<file path="config.mk">
export PLATFORM = sky130hd
export DESIGN_NAME = debug_frame_tx
export DESIGN_NICKNAME = d
export VERILOG_FILES = /design/src/rtl/debug_tx_pkg.sv /design/src/rtl/uart_tx_byte.sv /design/src/rtl/debug_frame_tx.sv
export SDC_FILE = /design/constraint.sdc
export NUM_CORES = 1
export LEC_CHECK = 0
export CAP_MARGIN = 15
export CORE_ASPECT_RATIO = 1.1
export CORE_MARGIN = 2
export CORE_UTILIZATION = 40
export CTS_CLUSTER_DIAMETER = 100
export CTS_CLUSTER_SIZE = 16
export DETAILED_ROUTE_END_ITERATION = 8
export GPL_TIMING_DRIVEN = 0
export PLACE_DENSITY = 0.58
export SYNTH_ARGS = -nofsm -noshare
export SYNTH_HDL_FRONTEND = slang
export SYNTH_HIERARCHICAL = 1
export SYNTH_SLANG_ARGS = --single-unit
</file>
<file path="constraint.sdc">
create_clock -name clk_i -period 5.9 [get_ports clk_i]
set_input_delay 1.475 -clock clk_i [delete_from_list [all_inputs] [get_ports clk_i]]
set_output_delay 1.475 -clock clk_i [all_outputs]
set_load 0.02 [all_outputs]
</file>
<file path="src/rtl/debug_tx_pkg.sv">
// Shared types and constants for the serial debug frame transmitter.
// Holds the serializer state encoding, the frame geometry and the default sync byte.
package debug_tx_pkg;

    typedef enum logic [1:0] {
        IDLE  = 2'd0,
        START = 2'd1,
        DATA  = 2'd2,
        STOP  = 2'd3
    } tx_state_e;

    localparam int FRAME_BYTES = 9;
    localparam int DATA_BYTES  = FRAME_BYTES - 2;
    localparam int BYTE_IDX_W  = $clog2(FRAME_BYTES);

    localparam logic [7:0] DEFAULT_SYNC_BYTE = 8'hA5;

    // Modulo-256 accumulate used by the frame checksum.
    function automatic logic [7:0] add8(input logic [7:0] a, input logic [7:0] b);
        return a + b;
    endfunction

endpackage

</file>
<file path="src/rtl/uart_tx_byte.sv">
// UART 8N1 byte serializer with a load/done handshake.
// A load presented while idle, or in the last cycle of a stop bit, starts the next byte seamlessly.
module uart_tx_byte
    import debug_tx_pkg::*;
#(
    parameter int CLKS_PER_BIT = 434
) (
    input  logic       clk_i,
    input  logic       reset_i,
    input  logic       load_i,
    input  logic [7:0] data_i,
    output logic       done_o,
    output tx_state_e  state_o,
    output logic       tx_o
);

    localparam int TW = $clog2(CLKS_PER_BIT);
    localparam logic [TW-1:0] TIMER_MAX = TW'(CLKS_PER_BIT - 1);

    tx_state_e     state_reg,   state_next;
    logic [TW-1:0] timer_reg,   timer_next;
    logic [2:0]    bit_idx_reg, bit_idx_next;
    logic [7:0]    shift_reg,   shift_next;
    logic          tx_reg,      tx_next;
    logic          bit_end;

    assign bit_end = (timer_reg == TIMER_MAX);
    assign state_o = state_reg;
    assign tx_o    = tx_reg;

    always_ff @(posedge clk_i or posedge reset_i) begin
        if (reset_i) begin
            state_reg   <= IDLE;
            timer_reg   <= '0;
            bit_idx_reg <= '0;
            shift_reg   <= '0;
            tx_reg      <= 1'b1;
        end else begin
            state_reg   <= state_next;
            timer_reg   <= timer_next;
            bit_idx_reg <= bit_idx_next;
            shift_reg   <= shift_next;
            tx_reg      <= tx_next;
        end
    end

    always_comb begin
        state_next   = state_reg;
        timer_next   = timer_reg;
        bit_idx_next = bit_idx_reg;
        shift_next   = shift_reg;
        done_o       = 1'b0;
        tx_next      = 1'b1;

        if (state_reg != IDLE) begin
            timer_next = bit_end ? '0 : timer_reg + 1'b1;
        end

        case (state_reg)
            IDLE: begin
                if (load_i) begin
                    state_next = START;
                    shift_next = data_i;
                end
            end
            START: begin
                if (bit_end) begin
                    state_next   = DATA;
                    bit_idx_next = '0;
                end
            end
            DATA: begin
                if (bit_end) begin
                    shift_next = {1'b0, shift_reg[7:1]};
                    if (bit_idx_reg == 3'd7) begin
                        state_next   = STOP;
                        bit_idx_next = '0;
                    end else begin
                        bit_idx_next = bit_idx_reg + 3'd1;
                    end
                end
            end
            STOP: begin
                if (bit_end) begin
                    done_o = 1'b1;
                    if (load_i) begin
                        state_next = START;
                        shift_next = data_i;
                    end else begin
                        state_next = IDLE;
                    end
                end
            end
            default: state_next = IDLE;
        endcase

        // The line register follows the next state so a bit appears the cycle its state is entered.
        case (state_next)
            START:   tx_next = 1'b0;
            DATA:    tx_next = shift_next[0];
            default: tx_next = 1'b1;
        endcase
    end

endmodule

</file>
<file path="src/rtl/debug_frame_tx.sv">
// Captures the seven cpu debug bytes on a snapshot and ships them as a 9-byte UART frame:
// sync byte, port1..port7, then the modulo-256 sum of the captured bytes.
module debug_frame_tx
    import debug_tx_pkg::*;
#(
    parameter int         CLKS_PER_BIT = 434,
    parameter logic [7:0] SYNC_BYTE    = DEFAULT_SYNC_BYTE
) (
    input  logic       clk_i,
    input  logic       reset_i,
    input  logic       snap_i,
    output logic       snap_ready_o,
    input  logic [7:0] debug_port1_i,
    input  logic [7:0] debug_port2_i,
    input  logic [7:0] debug_port3_i,
    input  logic [7:0] debug_port4_i,
    input  logic [7:0] debug_port5_i,
    input  logic [7:0] debug_port6_i,
    input  logic [7:0] debug_port7_i,
    output logic       tx_o,
    output logic       busy_o,
    output logic       frame_done_o
);

    localparam logic [BYTE_IDX_W-1:0] LAST_IDX = BYTE_IDX_W'(FRAME_BYTES - 1);

    tx_state_e               ser_state;
    logic                    ser_done;
    logic                    ser_load;
    logic [7:0]              ser_data;
    logic                    accept;
    logic                    last_byte;
    logic [BYTE_IDX_W-1:0]   byte_idx_reg;
    logic [BYTE_IDX_W-1:0]   load_idx;
    logic [2:0]              data_sel;
    logic                    frame_done_reg;
    logic [7:0]              checksum;
    logic [7:0]              port_bytes  [DATA_BYTES];
    logic [7:0]              capture_reg [DATA_BYTES];

    assign port_bytes[0] = debug_port1_i;
    assign port_bytes[1] = debug_port2_i;
    assign port_bytes[2] = debug_port3_i;
    assign port_bytes[3] = debug_port4_i;
    assign port_bytes[4] = debug_port5_i;
    assign port_bytes[5] = debug_port6_i;
    assign port_bytes[6] = debug_port7_i;

    assign snap_ready_o = (ser_state == IDLE);
    assign busy_o       = !snap_ready_o;
    assign accept       = snap_i && snap_ready_o;
    assign last_byte    = (byte_idx_reg == LAST_IDX);
    assign frame_done_o = frame_done_reg;

    // The sync byte is loaded on the accepting edge; later bytes are loaded as each stop bit ends.
    assign ser_load = accept || (ser_done && !last_byte);
    assign load_idx = accept ? '0 : byte_idx_reg + 1'b1;
    assign data_sel = 3'(load_idx - 1'b1);

    always_ff @(posedge clk_i or posedge reset_i) begin
        if (reset_i) begin
            for (int i = 0; i < DATA_BYTES; i++) begin
                capture_reg[i] <= '0;
            end
        end else if (accept) begin
            for (int i = 0; i < DATA_BYTES; i++) begin
                capture_reg[i] <= port_bytes[i];
            end
        end
    end

    always_ff @(posedge clk_i or posedge reset_i) begin
        if (reset_i) begin
            byte_idx_reg   <= '0;
            frame_done_reg <= 1'b0;
        end else begin
            frame_done_reg <= ser_done && last_byte;
            if (accept) begin
                byte_idx_reg <= '0;
            end else if (ser_done) begin
                byte_idx_reg <= last_byte ? '0 : byte_idx_reg + 1'b1;
            end
        end
    end

    always_comb begin
        checksum = '0;
        for (int i = 0; i < DATA_BYTES; i++) begin
            checksum = add8(checksum, capture_reg[i]);
        end
    end

    always_comb begin
        ser_data = SYNC_BYTE;
        if (load_idx == LAST_IDX) begin
            ser_data = checksum;
        end else if (load_idx != '0) begin
            ser_data = capture_reg[data_sel];
        end
    end

    uart_tx_byte #(
        .CLKS_PER_BIT(CLKS_PER_BIT)
    ) u_uart_tx_byte (
        .clk_i   (clk_i),
        .reset_i (reset_i),
        .load_i  (ser_load),
        .data_i  (ser_data),
        .done_o  (ser_done),
        .state_o (ser_state),
        .tx_o    (tx_o)
    );

endmodule

</file>
Word level (Yosys, flattened, before mapping). Index checks and enable logic that the tools add are counted.

$add $sub $neg: 10. Magnitude comparators: 1. Equality and inequality tests: 12. Mux-type cells: 28. Bitwise logic cells: 1. Reduce and logical (&&, ||, !) cells: 14.

Operator list (number): $mux 8 (7); $add 8x8->8 (6); $bmux 8 s3 (1); $pmux 8 s3 (1); $mux 4 (4); $mux 2 (5); $add 9x1->9 const B (1); $eq 9x9->1 const B (1); $mux 3 (3); $mux 9 (1); $eq 4x4->1 const B (2); $pmux 2 s4 (1); $eq 2x2->1 const B (3); $ne 2x1->1 const B (3); $pmux 3 s2 (1); $reduce_and 3->1 (2); $reduce_bool 2->1 (3); $add 4x1->4 const B (1); $eq 2x1->1 const B (2); $ge 4x4->1 const B (1); $not 3->4 (1); $reduce_bool 4->1 (1); $add 3x1->3 const B (1); $eq 3x3->1 const B (1); other kinds (8) (13).

Register bits: 84. Bits of input ports: 59. Output and inout bits: 4. Word-level logic and storage cells: 81.

Depth between registers and ports, before layout. Gate-level depths: netlist (run 1).

Depth after elaboration: 14. Depth in mapped cells: 19. Mapped depth without buffers: 19.

By module. The synthesis (run 1) kept the hierarchy.

By module, submodules not included: debug_frame_tx (times used 1, cells each 438, area an instance 4115.2 um^2, sequential area each 1526.5 um^2); uart_tx_byte (times used 1, cells each 129, area an instance 1267.5 um^2, sequential area each 576.8 um^2).

Least setup slack after synthesis (run 1). Ideal clock, no wire load.

Path type: reg2reg. Start: register capture_reg[2] in the netlist's numbering. End: register u_uart_tx_byte.shift_reg[7]. Arrival time: 4210 ps. Slack: 1591 ps. Cell stages (with the launch flop): 19. Buffers on the path: 0. Period minus slack after synthesis: 4309 ps. Cells stage by stage: dfrtp_1 inv_1 fa_1 inv_1 fa_1 fa_1 inv_1 fa_1 fa_1 inv_1 a21oi_1 o21bai_1 a31oi_1 xnor2_1 a221oi_1 nand2b_1 mux2_2 nor2_1 a311oi_1.

Cells in the longest elaborated chain, start to end: 5.

RTL lines: start: declaration (line debug_frame_tx.sv:39) `logic [7:0] capture_reg [DATA_BYTES];`; start signal: indexed assignment (line debug_frame_tx.sv:67) `capture_reg[i] <= port_bytes[i];`; $add 8x8->8 (*) (line debug_tx_pkg.sv:20) `return a + b;`; $mux 8 (*) (line debug_frame_tx.sv:95) `if (load_idx == LAST_IDX) begin`; named net ser_data[7] (line debug_frame_tx.sv:30) `logic [7:0] ser_data;`; $mux 8 (*) (line uart_tx_byte.sv:61, uart_tx_byte.sv:86); $mux 8 (line uart_tx_byte.sv:84) `if (bit_end) begin`; $pmux 8 s3 (*) (line uart_tx_byte.sv:59) `case (state_reg)`; end signal: assignment (line uart_tx_byte.sv:42) `shift_reg <= shift_next;`; end: declaration (line uart_tx_byte.sv:23) `logic [7:0] shift_reg, shift_next;`.

Mark *: on every way through the listed nets, which the timed path passes. The rest lies on a longest branch. The select of a mux whose other input is x is not followed. A chain may end at the register's enable or synchronous reset.

Worst setup path in the final report (run 1).
Start: input port snap_i. End: register u_uart_tx_byte.shift_reg[7].

Cells in the longest elaborated chain, start to end: 12. Elaborated cells on any way between the ends: 15.

RTL lines: start: declaration (line debug_frame_tx.sv:11) `input logic snap_i,`; $logic_and 1x1->1 (*) (line debug_frame_tx.sv:51) `assign accept = snap_i && snap_ready_o;`; $mux 4 (*) (line debug_frame_tx.sv:57) `assign load_idx = accept ? '0 : byte_idx_reg + 1'b1;`; $sub 3x1->3 (line debug_frame_tx.sv:58) `assign data_sel = 3'(load_idx - 1'b1);`; $not 3->4 (implied by the code) (line debug_frame_tx.sv:98) `ser_data = capture_reg[data_sel];`; $bmux 8 s3 (line debug_frame_tx.sv:98); $mux 8 (implied by the code) (2 in series) (line debug_frame_tx.sv:98); $mux 8 (line debug_frame_tx.sv:97) `end else if (load_idx != '0) begin`; $mux 8 (*) (line debug_frame_tx.sv:95); named net ser_data[7] (line debug_frame_tx.sv:30); $mux 8 (*) (line uart_tx_byte.sv:61, uart_tx_byte.sv:86); $mux 8 (line uart_tx_byte.sv:84); $pmux 8 s3 (*) (line uart_tx_byte.sv:59).

Marks and branches as above.

==> impl_metrics.toml, run 1 <==
[run_status]
status = "complete, no violations"

[cts]
cts_sinks = 84
cts_root_buf = "clkbuf_16"
cts_buffers = 9
clock_path_buffers = 2
cts-htree-levels = 3
path_clk_slew_ns = 0.06
cts_hold_buf = 0
cts_tree = "built"
post-cts-setup-buffers = 0
clock_latency_ns = 0.35
cts_resized = 0

[sta]
finalCritPeriodShare_pct = 85.3
rsz0062_at_grt = "false"
drv_slew = 0
period_needed_ns = 5.03
setup_tns_ns = 0
max_clock_freq_mhz = 199
worst_pin_slew_ns = 0.908
relSlewSlack_pct = 39.4
setup_violations = 0
fin_skew_ns = 0.00541
hold_viol_final = 0

[grt]
overflow = 0
grt_max_degree = 39
grt.total_usage_pct = 19.5
antenna_found_initial = 0
grt_pass1_vias = 4380
grt_pass1_wl_um = 21800

[logic_synthesis]
yosysMostFrequentCell = "nand2_1"
netlist_area_sq_um = 5380
synth_cells = 567
synth-main-ff-cell = "dfrtp_1"
synth_top_area_share_pct = 38.6
synth_xor_area_share_pct = 4.23
synth_compound_area_share_pct = 12.3
synthMuxAreaShare_pct = 6.42
synthTopCellsByCount = "117 x nand2_1, 83 x dfrtp_1, 76 x inv_1"
syn_avg_cell_area_sq_um = 9.49
synth_seq_area_share_pct = 39.1
ys_ff_latch = 84
syn-num-nets = 674
yosysWarnings = 6
synth_top_family_by_area = "adder cells"
synth-adder-area-share_pct = 15.6
async_reset_ff_share_pct = 100
synth_edf_count = 0
synthTopCellsByArea = "dfrtp_1 39%, fa_1 12%, nand2_1 8.2%"
synth_top_area_cell = "dfrtp_1"
yosys.area_share.simple_pct = 14.9
synth.distinct_cells = 56

[place]
dpl.hpwl_um = 10100
routabilityCongestion = 0.868
io_buffers = 62

[drt]
vias = 4155
remaining_drc_errors = 0
dr.pass1.iters = 4
wl_per_cell_um = 15.9
drtIter0Drc = 229
vias_per_cell = 5.15
ant_nets = 0
routed_wl_um = 12800

[floorplan]
ios = 63
die-area_sq_um = 14400
core-area_sq_um = 13200
rows = 44
die_y_um = 126
die_w_um = 115
initial_utilization_pct = 40.9

[worst_setup_path]
cp-start-kind = "input pin"
path_max_fanout = 10
path_cells = "clkdlybuf4s50_1 -> nor3b_4 -> nor2_2 -> inv_2 -> buf_2 -> ha_1 -> clkbuf_1 -> clkbuf_1 -> a21oi_1 -> a31o_2 -> a221oi_1 -> nand2b_1 -> mux2_2 -> nor2_1 -> a311oi_1"
cpMostUsedCell = "clkbuf_1"
endpoint_kind = "flop"
path_class = "input pin to flop"
slowest_delay_ns = 0.48
cp.arrival_ns = 5.29
critical_path.slowest_cell = "clkdlybuf4s50_1"
crit_required_ns = 6.15

[job]
max-cap-violations = 0

[cells_and_area]
area_growth_syn_to_layout_pct = 21.7
diodes = 0
n_fill_cell = 1249
largest_reg_flops = 56
drive_above_1_share_pct = 8.05
nets = 748

[min_path]
min_path_type = "flop to flop"
==> worst paths after layout <==
kind                                             start                          end  slack (ns)  cells past startpoint
setup / recovery                                snap_i  u_uart_tx_byte/shift_reg[7]        0.87                     15
hold / removal             u_uart_tx_byte/shift_reg[6]  u_uart_tx_byte/shift_reg[6]        0.52                      1
setup reg to reg                        capture_reg[2]  u_uart_tx_byte/shift_reg[7]        1.16                     18
hold reg to reg            u_uart_tx_byte/shift_reg[6]  u_uart_tx_byte/shift_reg[6]        0.52                      1
max in group asynchronous                      reset_i    u_uart_tx_byte/state_o[1]        3.66                      2
min in group asynchronous                      reset_i              capture_reg[32]        1.54                      2
==> layout by cell type (no fill, tap or decap), drive strengths merged, types with 7 or more instances in the layout <==
master / instances
nand2: 117
dfrtp: 83
inv: 78
clkdlybuf4s50: 62
o21ai: 48
fa: 32
nor2: 29
clkbuf: 24
xnor2: 20
ha: 16
mux2i: 12
a21oi: 11
buf: 11
mux2: 8
a22o: 7
and3: 7
a221o: 7
==> through the flow <==
stage	utilization [%]	std cells	worst slack, ns	cell area, sq um	hold slack (ns)
after floorplan	-	567	1.59	5380	0.469
after global placement	47.2	790	0.450	6200	0.501
after detailed placement	47.3	791	0.447	6220	0.502
after CTS	49.8	807	0.815	6550	0.522
after global routing	49.8	807	0.497	6550	0.542
final	49.8	807	0.867	6550	0.520
==> layout make-up <==
cell class	count	area, sq um	area share, %
inverter	77	289	4.41
timing repair buffer	63	641	9.78
tap	161	201	3.08
buffer	25	115	1.76
multi-input combinational	381	2880	43.9
sequential	84	2100	32.1
clock inverter	7	100	1.53
clock buffer	9	225	3.44
==> routing by layer <==
metal	track usage, %	vias up	share of wire, %
met2	33.0	66	51
li1	-	2007	-
met1	25.7	2068	44
met4	4.95	0	1.2
met3	3.75	14	3.8
met5	0	-	0
==> worst max-delay path, delay by kind of cell <==
family                   cells  cell delay, ns
AND/OR/NAND/NOR              4            0.78
AO/OA/AOI/OAI                4            0.93
multiplexers                 1            0.16
buffers and inverters        5            1.75
adder cells (fa/ha/maj)      1            0.17
==> kinds of logic after synthesis <==
logic type / Yosys count
buf+inv: 102
xor+xnor: 26
mux: 26
flops: 84
simple gates: 179
fa+ha+maj: 48
compound gates: 102
Power of run 1 is left out: the tool's default activity adds up to more than one toggle a clock period on the data nets, which glitch-free logic cannot reach.
==> run 2: changes to the inputs <==
Settings changed: SYNTH_HIERARCHICAL 1 to unset.
==> impl_metrics.toml, run 2 <==
[logic_synthesis]
synth-adder-area-share_pct = 16.6
synth_cells = 594
yosys.area_share.simple_pct = 17.1
syn_avg_cell_area_sq_um = 9.17
synth_compound_area_share_pct = 14.4
synth.distinct_cells = 68
syn-num-nets = 706
async_reset_ff_share_pct = 100
synth_seq_area_share_pct = 38.6
yosysMostFrequentCell = "nand2_1"
synth_edf_count = 0
ys_ff_latch = 84
synth_top_area_cell = "dfrtp_1"
synth_top_area_share_pct = 38.1
synthTopCellsByCount = "152 x nand2_1, 83 x dfrtp_1, 72 x inv_1"
synth_xor_area_share_pct = 3.22
synthTopCellsByArea = "dfrtp_1 38%, fa_1 12%, nand2_1 10%"
synth_top_family_by_area = "simple AND/OR/NAND/NOR gates"
yosysWarnings = 0
netlist_area_sq_um = 5450
synth-main-ff-cell = "dfrtp_1"
synthMuxAreaShare_pct = 3.06

[place]
io_buffers = 62
dpl.hpwl_um = 10600
routabilityCongestion = 0.865
dp.cells = 841

[grt]
grt_pass1_wl_um = 23300
grt_max_degree = 44
grt_pass1_vias = 4722
grt.total_usage_pct = 20.7
overflow = 0
antenna_found_initial = 0

[sta]
setup_tns_ns = 0
fin_skew_ns = 0.00622
worst_pin_slew_ns = 0.870
setup_violations = 0
drv_slew = 0
finalCritPeriodShare_pct = 80.5
rsz0062_at_grt = "false"
whs_ns = 0.490
max_clock_freq_mhz = 211
relSlewSlack_pct = 41.4
period_needed_ns = 4.75
hold_viol_final = 0

[power]
total_power_mw = 1.24
vdd_drop_max_mv = 0.108
cellPowerDensity_nw_per_um2 = 187
p_leak_nw = 3.14

[cts]
cts_tree = "built"
cts-htree-levels = 3
clock_path_buffers = 2
cts_root_buf = "clkbuf_16"
cts_buffers = 9
path_clk_slew_ns = 0.06
cts_sinks = 84
post-cts-setup-buffers = 0
cts_hold_buf = 0
clock_latency_ns = 0.35
cts_resized = 0

[drt]
vias = 4365
routed_wl_um = 13800
ant_nets = 0
vias_per_cell = 5.09
wl_per_cell_um = 16.0
drtIter0Drc = 205
dr.pass1.iters = 4
remaining_drc_errors = 0

[floorplan]
die_y_um = 126
die_w_um = 115
ios = 63
rows = 44
core-area_sq_um = 13300
initial_utilization_pct = 41.1
die-area_sq_um = 14600

[cells_and_area]
final_common_cell = "nand2_1"
area_growth_syn_to_layout_pct = 22.0
finalNonFillerCells = 857
largest_reg_flops = 56
diodes = 0
drive_above_1_share_pct = 6.39
mostFrequentLayoutCells = "152 x nand2_1, 83 x dfrtp_1, 71 x inv_1"
nets = 780

[worst_setup_path]
reg2reg_setup_slack_ns = 1.80
path_max_fanout = 10
cp-start-kind = "input pin"
crit_required_ns = 6.12
endpoint_kind = "flop"
cp.arrival_ns = 4.97
path_class = "input pin to flop"

[job]
max-cap-violations = 0

[min_path]
min_path_type = "flop to flop"

[run_status]
status = "complete, no violations"
==> run 2: cell count changes after synthesis, moves of 6 or more <==
cell     delta
nand2_1    +35
mux2i_1    -10
mux2_2      -7
nand3_1     +7
a221o_1     -6
==> run 2: through the flow <==
step / area, sq um / setup slack, ns / utilization (%)
5_1_grt: 6650 / 0.950 / 50.1
2_1_floorplan: 5450 / 2.05 / -
4_1_cts: 6650 / 1.18 / 50.1
3_5_place_dp: 6330 / 0.842 / 47.7
3_3_place_gp: 6300 / 0.739 / 47.5
6_report: 6650 / 1.15 / 50.1
==> run 2: power breakdown <==
group	internal [mW]	leakage [nW]	switching [mW]
logic	0.0357	2.00	0.0179
registers	0.576	0.989	0
clock network	0.382	0.153	0.232
==> run 2: final timing paths <==
check | start | depth (start not counted) | to
max | snap_i | 11 | u_uart_tx_byte.shift_reg[1]
min | u_uart_tx_byte.timer_reg[8] | 1 | u_uart_tx_byte.timer_reg[8]
max reg2reg | capture_reg[3] | 15 | u_uart_tx_byte.shift_reg[7]
min reg2reg | u_uart_tx_byte.timer_reg[8] | 1 | u_uart_tx_byte.timer_reg[8]
max in group asynchronous | reset_i | 3 | capture_reg[16]
min in group asynchronous | reset_i | 2 | u_uart_tx_byte.bit_idx_reg[0]
==> run 2: cell type report <==
cell class,count,area [sq um]
fillers,1268,6620
multi-input cells,415,2960
flip-flops and latches,84,2100
repair buffers,63,648
inverters,72,273
clock buffers,12,246
well taps,184,230
plain buffers,23,110
clock inverters,4,72.6
==> run 2: cell families (layout without fill, tap and decap cells) <==
kind of cell,count (synthesis),count (layout)
compound gates,118,118
buf+inv,95,174
mux,9,9
xor+xnor,20,20
simple gates,215,215
flops,84,84
fa+ha+maj,53,53
==> run 2: worst max-delay path, stage by stage <==
cell             delay, ns
clkdlybuf4s50_1       0.49
a21oi_2               0.32
buf_6                 0.23
inv_1                 0.08
buf_2                 0.21
ha_1                  0.36
buf_1                 0.61
clkbuf_1              0.55
nor3_1                0.13
a211oi_1              0.39
o21ai_1               0.09
==> run 2: per-layer routing <==
| metal | routed length, um | share of wire, % | vias to the layer above | track usage (%) |
|---|---|---|---|---|
| met5 | 0 | 0 | - | 0 |
| met4 | 265 | 1.9 | 0 | 8.15 |
| met3 | 593 | 4.3 | 21 | 3.30 |
| met2 | 6800 | 49 | 92 | 34.3 |
| met1 | 6090 | 44 | 2142 | 27.0 |
| li1 | - | - | 2110 | - |
No activity file was read; power rests on OpenSTA's default activity.
==> run 3: changes to the inputs <==
Clock period 5.9 ns to 4.65 ns, I/O delays scaled along.
==> results of run 3 <==
The final DEF is identical to that of run 2. Status: complete, no violations.
Main changes from that run: setup slack after placement 0.842 ns -> -0.0960 ns; setup slack after layout 1.15 ns -> 0.213 ns; register-to-register setup slack 1.80 ns -> 0.55 ns; total power 1.24 mW -> 1.58 mW; worst IR drop on VDD 0.108 mV -> 0.137 mV
